File: src/rtl/pc_sequencer.sv
// Fetch-stage PC sequencer: fixed-priority next-PC selection (exc > branch > jump > RAS return > sequential > hold).
// Optional return-address stack enabled by defining PC_RAS_EN; PC and pc_valid are registered, npc is combinational.
module pc_sequencer #(
    parameter int                WIDTH        = 32,
    parameter logic [WIDTH-1:0]  RESET_VECTOR = '0,
    parameter logic [WIDTH-1:0]  EXC_VECTOR   = WIDTH'('h180),
    parameter int                RAS_DEPTH    = 4
) (
    input  logic             clk,
    input  logic             reset,
    input  logic             stall,
    input  logic             fetch_ready,
    input  logic             exc,
    input  logic             branch_taken,
    input  logic [WIDTH-1:0] branch_target,
    input  logic             jump,
    input  logic [WIDTH-1:0] jump_target,
    input  logic             call,
    input  logic             ret,
    output logic [WIDTH-1:0] PC,
    output logic             pc_valid,
    output logic [WIDTH-1:0] npc,
    output logic             misaligned,
    output logic             ras_empty,
    output logic             ras_full
);

    typedef enum logic [1:0] {BOOT, RUN, FLUSH} state_t;

    state_t           state;
    logic             advance;
    logic             redirect;
    logic             ras_pop;
    logic [WIDTH-1:0] ras_top;
    logic [WIDTH-1:0] pc_seq;

    assign advance    = (state == RUN) && fetch_ready && !stall;
    assign redirect   = exc || branch_taken || jump;
    assign pc_seq     = PC + WIDTH'(4);
    assign misaligned = (PC[1:0] != 2'b00);

`ifdef PC_RAS_EN
    localparam int PW = $clog2(RAS_DEPTH);

    logic [WIDTH-1:0] ras_mem [RAS_DEPTH];
    logic [PW-1:0]    wr_ptr;
    logic [PW:0]      count;
    logic [PW-1:0]    top_ptr;
    logic             ras_push;

    assign top_ptr   = wr_ptr - PW'(1);
    assign ras_top   = ras_mem[top_ptr];
    assign ras_empty = (count == '0);
    assign ras_full  = (count == (PW+1)'(RAS_DEPTH));
    assign ras_pop   = ret && advance && !redirect && !ras_empty;
    assign ras_push  = call && advance && !redirect;

    // Circular buffer: a push while full lands on the oldest slot, so count saturates.
    always_ff @(posedge clk or posedge reset) begin
        if (reset) begin
            wr_ptr <= '0;
            count  <= '0;
            for (int i = 0; i < RAS_DEPTH; i++) ras_mem[i] <= '0;
        end else if (ras_push && ras_pop) begin
            ras_mem[top_ptr] <= pc_seq;
        end else if (ras_push) begin
            ras_mem[wr_ptr] <= pc_seq;
            wr_ptr          <= wr_ptr + PW'(1);
            if (!ras_full) count <= count + (PW+1)'(1);
        end else if (ras_pop) begin
            wr_ptr <= top_ptr;
            count  <= count - (PW+1)'(1);
        end
    end
`else
    logic [9:0] unused_ras;

    assign unused_ras = {8'(RAS_DEPTH), call, ret};
    assign ras_pop    = 1'b0;
    assign ras_top    = '0;
    assign ras_empty  = 1'b1;
    assign ras_full   = 1'b0;
`endif

    always_comb begin
        npc = PC;
        if (exc)                npc = EXC_VECTOR;
        else if (branch_taken)  npc = branch_target;
        else if (jump)          npc = jump_target;
        else if (ras_pop)       npc = ras_top;
        else if (advance)       npc = pc_seq;
    end

    // Redirects load PC in every state; only exc in RUN perturbs the state sequence.
    always_ff @(posedge clk or posedge reset) begin
        if (reset) begin
            state    <= BOOT;
            PC       <= RESET_VECTOR;
            pc_valid <= 1'b0;
        end else begin
            PC <= npc;
            case (state)
                BOOT: begin
                    state    <= RUN;
                    pc_valid <= 1'b1;
                end
                RUN: begin
                    if (exc) begin
                        state    <= FLUSH;
                        pc_valid <= 1'b0;
                    end else begin
                        pc_valid <= 1'b1;
                    end
                end
                FLUSH: begin
                    state    <= RUN;
                    pc_valid <= 1'b1;
                end
                default: begin
                    state    <= BOOT;
                    pc_valid <= 1'b0;
                end
            endcase
        end
    end

endmodule

File: config.mk
export PLATFORM = sky130hd
export DESIGN_NAME = pc_sequencer
export DESIGN_NICKNAME = d
export VERILOG_FILES = /design/src/rtl/pc_sequencer.sv
export SDC_FILE = /design/constraint.sdc
export NUM_CORES = 1
export LEC_CHECK = 0
export CAP_MARGIN = 20
export CORE_MARGIN = 3
export CORE_UTILIZATION = 25
export CTS_CLUSTER_SIZE = 10
export DETAILED_ROUTE_END_ITERATION = 16
export GPL_ROUTABILITY_DRIVEN = 0
export SLEW_MARGIN = 10
export SYNTH_ARGS = -nofsm -noshare
export SYNTH_HDL_FRONTEND = slang
export SYNTH_SLANG_ARGS = --single-unit
File: constraint.sdc
create_clock -name clk -period 2.5 [get_ports clk]
set_input_delay 0.375 -clock clk [delete_from_list [all_inputs] [get_ports clk]]
set_output_delay 0.375 -clock clk [all_outputs]
set_load 0.05 [all_outputs]
**Word-level counts from Yosys, hierarchy flattened**

Cells that the tools add are included.

- Shifts and indexed selects: 0
- Mux-type cells: 8
- $mul: 0
- $lt $le $gt $ge: 0
- Add/subtract/negate cells: 1
- Equal/unequal tests: 3
- Reductions and logical operators: 6
- Divide/modulo/power cells: 0
- Bitwise gates (word level): 0

Operators by type and width:

| operator | count |
|---|---|
| $mux W32 | 4 |
| $add A32 B3 Y32 const B | 1 |
| $pmux W2 S2 | 1 |
| $eq A2 B1 Y1 const B | 1 |
| $eq A2 B2 Y1 const B | 1 |
| $logic_and A1 B1 Y1 | 2 |
| $logic_not A2 Y1 | 1 |
| $mux W2 | 1 |
| $ne A2 B2 Y1 const B | 1 |
| $pmux W1 S2 | 1 |
| $reduce_bool A2 Y1 | 1 |
| $reduce_or A2 Y1 | 1 |
| $logic_not A1 Y1 | 1 |
| $mux W1 | 1 |

- Memories kept: 0
- Output and inout port bits: 68
- Word-level logic and storage cells: 21
- Bits of input ports: 73
- Latch bits: 0
- Memory bits (writable): 0
- Flip-flop bits (word level): 35
- Bits in read-only memories: 0

**Logic depth before layout (Yosys ltp)**

Gate-level depths: netlist of the first run.

- Depth in word-level cells: 7
- Gate-level depth with buffers: 7
- Mapped depth without buffers: 6

**Worst setup path before layout of the first run**

Ideal clock, no wire load.

- Path kind: reg2out
- Start: register PC[12]
- End: output npc[27]
- Required time: 2.125 ns
- Cell stages (with the launch flop): 6
- Arrival: 2.898 ns
- Buffers on the path: 0
- Slack: -0.773 ns
- Path through: dfrtp_1 nand4_2 nor3_4 nand4_4 xor2_1 a211oi_1

- Longest elaborated chain between the ends: 5

RTL lines:

| element | line | source |
|---|---|---|
| start: declaration | 20 | `output logic [WIDTH-1:0] PC,` |
| start signal: assignment | 101 | `PC <= npc;` |
| $add A32 B3 Y32 | 39 | `assign pc_seq = PC + WIDTH'(4);` |
| $mux W32 | 91 | `else if (advance) npc = pc_seq;` |
| $mux W32 | 89 | `else if (jump) npc = jump_target;` |
| $mux W32 | 88 | `else if (branch_taken) npc = branch_target;` |
| $mux W32 | 87 | `if (exc) npc = EXC_VECTOR;` |
| end: declaration | 22 | `output logic [WIDTH-1:0] npc,` |

Every way passes these cells.

**Worst setup path after layout of the first run**

- Start: register state[1]
- End: output npc[30]

- Longest elaborated chain between the ends: 7

RTL lines:

| element | line | source |
|---|---|---|
| start: declaration | 30 | `state_t state;` |
| start signal: assignment | 97 | `state <= BOOT;` |
| start signal: assignment | 104 | `state <= RUN;` |
| start signal: assignment | 109 | `state <= FLUSH;` |
| $eq A2 B1 Y1 | 37 | `assign advance = (state == RUN) && fetch_ready && !stall;` |
| $logic_and A1 B1 Y1 (2 in series) | 37 |  |
| $mux W32 | 91 |  |
| $mux W32 | 89 |  |
| $mux W32 | 88 |  |
| $mux W32 | 87 |  |

Every way passes these cells.

==> results of run 1 <==
[routing by layer]
metal	global-route usage	wire, um	vias up
met3	0.04545	641	6
met4	0.03476	74	0
met2	0.2968	4709	91
met1	0.2309	4041	1300
met5	0	0	-
li1	-	-	1332
[layout by cell type (no fill, tap or decap), types with 6 or more instances in the layout]
master | Yosys | final
a21oi_1 | 10 | 6
a22oi_1 | 13 | 13
and3_1 | 9 | 8
buf_12 | 0 | 33
buf_4 | 3 | 51
buf_6 | 0 | 7
clkbuf_8 | 0 | 6
clkdlybuf4s50_1 | 0 | 101
dfrtp_1 | 35 | 22
dfrtp_2 | 0 | 13
inv_1 | 8 | 8
mux2i_1 | 7 | 7
nand2_1 | 13 | 12
nand4_1 | 15 | 15
nor2_1 | 19 | 16
o21ai_0 | 18 | 9
o22ai_2 | 0 | 8
xnor2_1 | 9 | 8
xor2_1 | 13 | 12
[report_power, final]
group / internal (mW) / switching (mW) / total (mW) / leakage, nW
logic: 0.446 / 0.513 / 0.959 / 1.55
registers: 0.611 / 0.0517 / 0.663 / 0.432
clock network: 0.323 / 0.230 / 0.554 / 0.0612
[layout make-up]
type                    count  area [um^2]
fillers                   783         3862
repair buffers            197         2196
multi-input cells         195         1569
flip-flops and latches     35        892.1
well taps                 108        135.1
clock buffers               6        82.58
clock inverters             2        35.03
inverters                   9        33.78
[critical path, delay by kind of cell (launching register included)]
kind	cells	cell delay, ns
compound gates	1	0.23
simple gates	4	0.77
buf+inv	3	0.46
flops	1	0.44
[flip-flops by register name, indices dropped and copies added (netlist names)]
register  flops
pc_valid      1
state         2
PC           32
[how the worst max path moves through the flow]
stage                              start  endpoint  slack (ns)  cells after the start
finish              state[1]$_DFFE_PP0N_   npc[30]       -0.09                      8
floorplan               PC[16]$_DFF_PP0_   npc[27]      -0.004                      5
global placement                   stall   npc[29]       -0.24                      8
detailed placement           fetch_ready   npc[30]       -0.31                      9
global route             PC[3]$_DFF_PP0_   npc[30]       -0.20                      8
CTS                 state[1]$_DFFE_PP0N_   npc[30]       -0.04                      7
[cell families (layout without fill, tap and decap cells)]
kind of cell               after synthesis  count (layout)
buffers and inverters                   27             214
adders and majority gates                1               1
AOI/OAI and AO/OA                       69              69
xor gates and xnor gates                22              22
DFF                                     35              35
other                                    2               2
and+or+nand+nor                         92              92
muxes                                    9               9
[timing repair]
item / CTS / global route
pin swaps: 7 / 32
endpoints found under the setup margin: 28 / 25
setup buffers: 8 / 15
resized for setup: 17 / 31
[cell usage after synthesis (all sizes together), types with 5 or more instances]
cell and n:
dfrtp 35, nor2 19, o21ai 19, nand4 17, o22ai 14, a22oi 13
nand2 13, xor2 13, a21oi 10, and3 10, buf 9, clkbuf 9
inv 9, xnor2 9, mux2i 7, nand3 7, nor3 7, and4 6
and2 5
==> flow_summary.yaml, run 1 <==
status:
  status: "finished with violations"
  violations: "negative setup slack"
place:
  numPortBuffers: 136
  dp_hpwl_um: 6944
  pre_cts_ws_ns: -0.3108
  dp_cells: 521
  placed_area_um2: 4449
clocking:
  numCtsBuffers: 5
  cts.clk_slew.worst_paths_ns: 0.08
  cts_tree: "done"
  worstSkewPairLatency_ns: 0.29
  cts_root_buf: "clkbuf_8"
  cts_hold_buf: 0
  cts_sinks: 35
  clk_path_buf_depth: 2
  cts_htree_levels: 2
sta:
  fin_ws_ns: -0.08669
  slew-limit-headroom: 0.6393
  timing.final.crit_share: 1.035
  finalSetupTns_ns: -0.1708
  max_freq_ghz: 0.3866
  fin_crit_ns: 2.587
  rsz0062_at_grt: "true"
  fin_skew_ns: 0.007720
  setup_viol: 5
  hold_ws_ns: 0.2445
  slew_violations: 0
  hold_violations: 0
  max_slew.worst_pin.slew_ns: 0.5393
setup_path:
  path_cells: "nor4bb_4, buf_4, and2_4, buf_12, nand4_1, nor4_2, a311o_1, buf_12"
  crit_required_ns: 2.12
  cp_max_fo: 9
  max_stage_delay_ns: 0.44
  start_kind: "register"
  regToRegSetupSlack_ns: 0.55
  crit_type: "reg -> out"
  crit_path_top_delay_cell: "dfrtp_2"
  r2r_cells: 10
  r2r-start: "state[1]$_DFFE_PP0N_"
  worstPathArrival_ns: 2.21
  critPathMostFrequentCell: "buf_12"
  endpoint_kind: "primary output"
  r2r_end: "PC[4]$_DFF_PP0_"
cells_and_area:
  fin_area_um2: 4943
  diodes: 0
  instances_no_fill: 552
  drive_gt1_frac: 0.3694
  fin_nets: 517
  syn2layout_area_growth_pct: 116.7
  fin_util: 0.5614
die:
  core_area_um2: 8806
  rows: 34
  start_util: 0.2590
  die_h_um: 101.5
  dieArea_um2: 10310
  boundaryPins: 141
  die_w_um: 101.5
global_route:
  grt_antenna_before_repair: 0
  grt_first_pass_wirelength_um: 14260
  grt_max_degree: 34
  grt_pass1_vias: 2774
  grt_overflow: 0
  grt_usage: 0.1768
synth:
  yosys-top-cells-area: "dfrtp_1 (38%), xor2_1 (5.0%), a22oi_1 (4.3%)"
  synth_top_area_share: 0.3840
  synth_nets: 331
  synth_top_family_by_area: "simple AND/OR/NAND/NOR gates"
  ys_types: 47
  synth_fa_ha_area_frac: 0.005485
  synthSimpleGateAreaFrac: 0.2392
  async_reset_ff_frac: 1.000
  ys_seq_area_frac: 0.3840
  syn_inst: 257
  yosysTopAreaCell: "dfrtp_1"
  ys_ff_latch: 35
  synth-compound-area-share: 0.1914
  syn_area_um2: 2281
  synth_xor_xnor_area_share: 0.08448
  muxShareOfSynthArea: 0.04059
  syn_area_per_cell_um2: 8.875
  synth_edf_count: 0
  synth_ff_type: "dfrtp_1"
  yosysWarnings: 0
power_and_ir_drop:
  power.leakage_nw: 2.047
  power_per_cell_area_nw_per_um2: 440.2
  ir_drop_uv: 213.4
  power.total_mw: 2.176
detailed_routing:
  dr.first_iter.drc_count: 79
  vias_per_cell: 4.944
  final_antenna_net_count: 0
  drcViolationCount: 0
  drt_first_pass_iters: 4
  num_vias: 2729
  wirelength_um: 9466
  drt-wirelength-per-cell_um: 17.15
flow_run:
  drv_cap: 0
hold_path:
  hold_class: "in -> async"
No activity file was read; power rests on OpenSTA's default activity.
==> run 2, diff against run 1 <==
--- a/config.mk
+++ b/config.mk
@@ -7,10 +7,11 @@
 export LEC_CHECK = 0
 export CAP_MARGIN = 20
 export CORE_MARGIN = 3
-export CORE_UTILIZATION = 25
+export CORE_UTILIZATION = 37
 export CTS_CLUSTER_SIZE = 10
 export DETAILED_ROUTE_END_ITERATION = 16
 export GPL_ROUTABILITY_DRIVEN = 0
+export PLACE_DENSITY = 0.8
 export SLEW_MARGIN = 10
 export SYNTH_ARGS = -nofsm -noshare
 export SYNTH_HDL_FRONTEND = slang
==> run 2 against run 1 <==
Effect of this change:
- die area fell by 31%
- combinational power rose by 0.6%
- critical endpoint is now npc[29]
- wire length rose by 2.0%
- maximum frequency rose by 0.18%
- via count rose by 4.2%
- worst hold slack improved by 0.25 ns
- non-clock buffer count fell by 7
- setup slack improved by 0.0046 ns
- register-to-register slack got worse by 0.07 ns
- the flow still finishes with violations (negative setup slack)
- clock skew barely moved
==> flow_summary.yaml, run 2 (synthesis results as in run 1) <==
cells_and_area:
  fin_nets: 510
  largest_register_ffs: 32
  syn2layout_area_growth_pct: 112.3
  fin_area_um2: 4843
  fillers: 316
  fin_util: 0.8434
  reg.largest.list: "PC x32, state x2, pc_valid x1"
  mostFrequentLayoutCells: "clkdlybuf4s50_1 (101), buf_4 (43), buf_12 (37), dfrtp_1 (22), nor2_1 (16)"
  layout_commonest_cell: "clkdlybuf4s50_1"
  drive_gt1_frac: 0.3684
  regMostFlops: "PC"
  diodes: 0
power_and_ir_drop:
  p_clk_frac: 0.202
  power.leakage_nw: 2.004
  ir_drop_uv: 322.3
  p_sw_frac: 0.3870
  intPower_mw: 1.252
  seq_power_share: 0.325
  combPwrFrac: 0.473
  power_per_cell_area_nw_per_um2: 421.7
  power.switching_mw: 0.7903
detailed_routing:
  drt-wirelength-per-cell_um: 18.97
  drcViolationCount: 0
  dr.first_iter.drc_count: 125
  vias_per_cell: 5.587
  wirelength_um: 9658
  drt_first_pass_iters: 4
  final_antenna_net_count: 0
  num_vias: 2844
place:
  pre_cts_ws_ns: -0.3130
  numPortBuffers: 136
  dp_hpwl_um: 6661
  placed_area_um2: 4364
setup_path:
  crit_required_ns: 2.12
  path_cells: "nand4_1, nor3_4, nand4_4, or4_1, and3_4, buf_12"
  endpoint_kind: "primary output"
  cp_max_fo: 5
  worst-path-buf-inv: 1
  max_stage_delay_ns: 0.43
  path_depth: 6
  worstPathArrival_ns: 2.21
  crit_type: "reg -> out"
  crit_path_top_delay_cell: "dfrtp_1"
  r2r_cells: 9
  start_kind: "register"
  path_delay_family: "simple AND/OR/NAND/NOR gates"
clocking:
  cts_sinks: 35
  worstSkewPairLatency_ns: 0.29
  cts.clk_slew.worst_paths_ns: 0.08
  cts_root_buf: "clkbuf_8"
  cts_tree: "done"
  numCtsBuffers: 5
  cts_hold_buf: 0
  clk_path_buf_depth: 2
  cts_htree_levels: 2
global_route:
  grt_pass1_vias: 2899
  grt_overflow: 0
  grt_usage: 0.2583
  grt_antenna_before_repair: 0
  grt_first_pass_wirelength_um: 14790
  grt_max_degree: 36
die:
  dieArea_um2: 7143
  core_area_um2: 5743
  rows: 27
  die_w_um: 84.52
  start_util: 0.3972
  boundaryPins: 141
  die_h_um: 84.52
sta:
  setup_viol: 4
  hold_ws_ns: 0.4992
  rsz0062_at_grt: "true"
  max_freq_ghz: 0.3873
  slew-limit-headroom: 0.6438
  slew_violations: 0
  fin_crit_ns: 2.582
  fin_ws_ns: -0.08206
  max_slew.worst_pin.slew_ns: 0.5326
  fin_skew_ns: 0.007742
  timing.final.crit_share: 1.033
  hold_violations: 0
hold_path:
  hold_class: "in -> async"
status:
  violations: "negative setup slack"
  status: "finished with violations"
flow_run:
  drv_cap: 0
-- run 2: timing repair --
action,CTS,global route
resized for setup,19,28
setup endpoints to repair,29,28
pin swaps,5,27
buffers inserted,14,13
gates cloned,0,1
-- run 2: worst paths after layout --
check	slack [ns]	from	end
worst min-delay path	0.50	reset	PC[11]$_DFF_PP0_
min in group clk	0.55	exc	PC[6]$_DFF_PP0_
worst max register to register	0.48	state[1]$_DFFE_PP0N_	PC[30]$_DFF_PP0_
worst max-delay path	-0.08	PC[16]$_DFF_PP0_	npc[29]
max in group asynchronous	1.64	reset	state[1]$_DFFE_PP0N_
worst min register to register	0.57	state[0]$_DFFE_PP0N_	pc_valid$_DFF_PP0_
-- run 2: power groups by stage --
stage,Sequential [mW],Clock [mW],Combinational (mW)
global placement,0.669,0,0.876
global route,0.671,0.443,1.01
finish,0.665,0.413,0.965
CTS,0.660,0.418,0.931
detailed placement,0.673,0,0.885
floorplan,0.798,0,0.319
-- run 2: area by class of cell --
type | instances | area, um^2 | share of cell area
multi-input cells | 195 | 1570 | 0.3242
clock buffers | 6 | 72.57 | 0.01498
flip-flops and latches | 35 | 892.1 | 0.1842
clock inverters | 2 | 12.51 | 0.002583
inverters | 9 | 33.78 | 0.006975
well taps | 72 | 90.09 | 0.01860
repair buffers | 190 | 2172 | 0.4485
-- run 2: layer usage --
metal | global-route usage | vias to the layer above | part of all wire
met5 | 0 | - | 0
li1 | - | 1319 | -
met4 | 0.06187 | 0 | 0.014
met3 | 0.05790 | 13 | 0.074
met2 | 0.4598 | 130 | 0.52
met1 | 0.3160 | 1382 | 0.39
-- run 2: stage by stage --
stage / total power [mW] / TNS [ns] / instances
global placement: 1.545 / -3.814 / 473
global route: 2.120 / -1.968 / 509
finish: 2.042 / -0.1977 / 509
detailed placement: 1.558 / -3.948 / 473
CTS: 2.009 / -0.03606 / 495
floorplan: 1.117 / -0.004198 / 257
-- run 2: worst min-delay path, stage by stage --
cell and delay [ns]:
clkdlybuf4s50_1 0.39, inv_1 0.05, buf_4 0.41
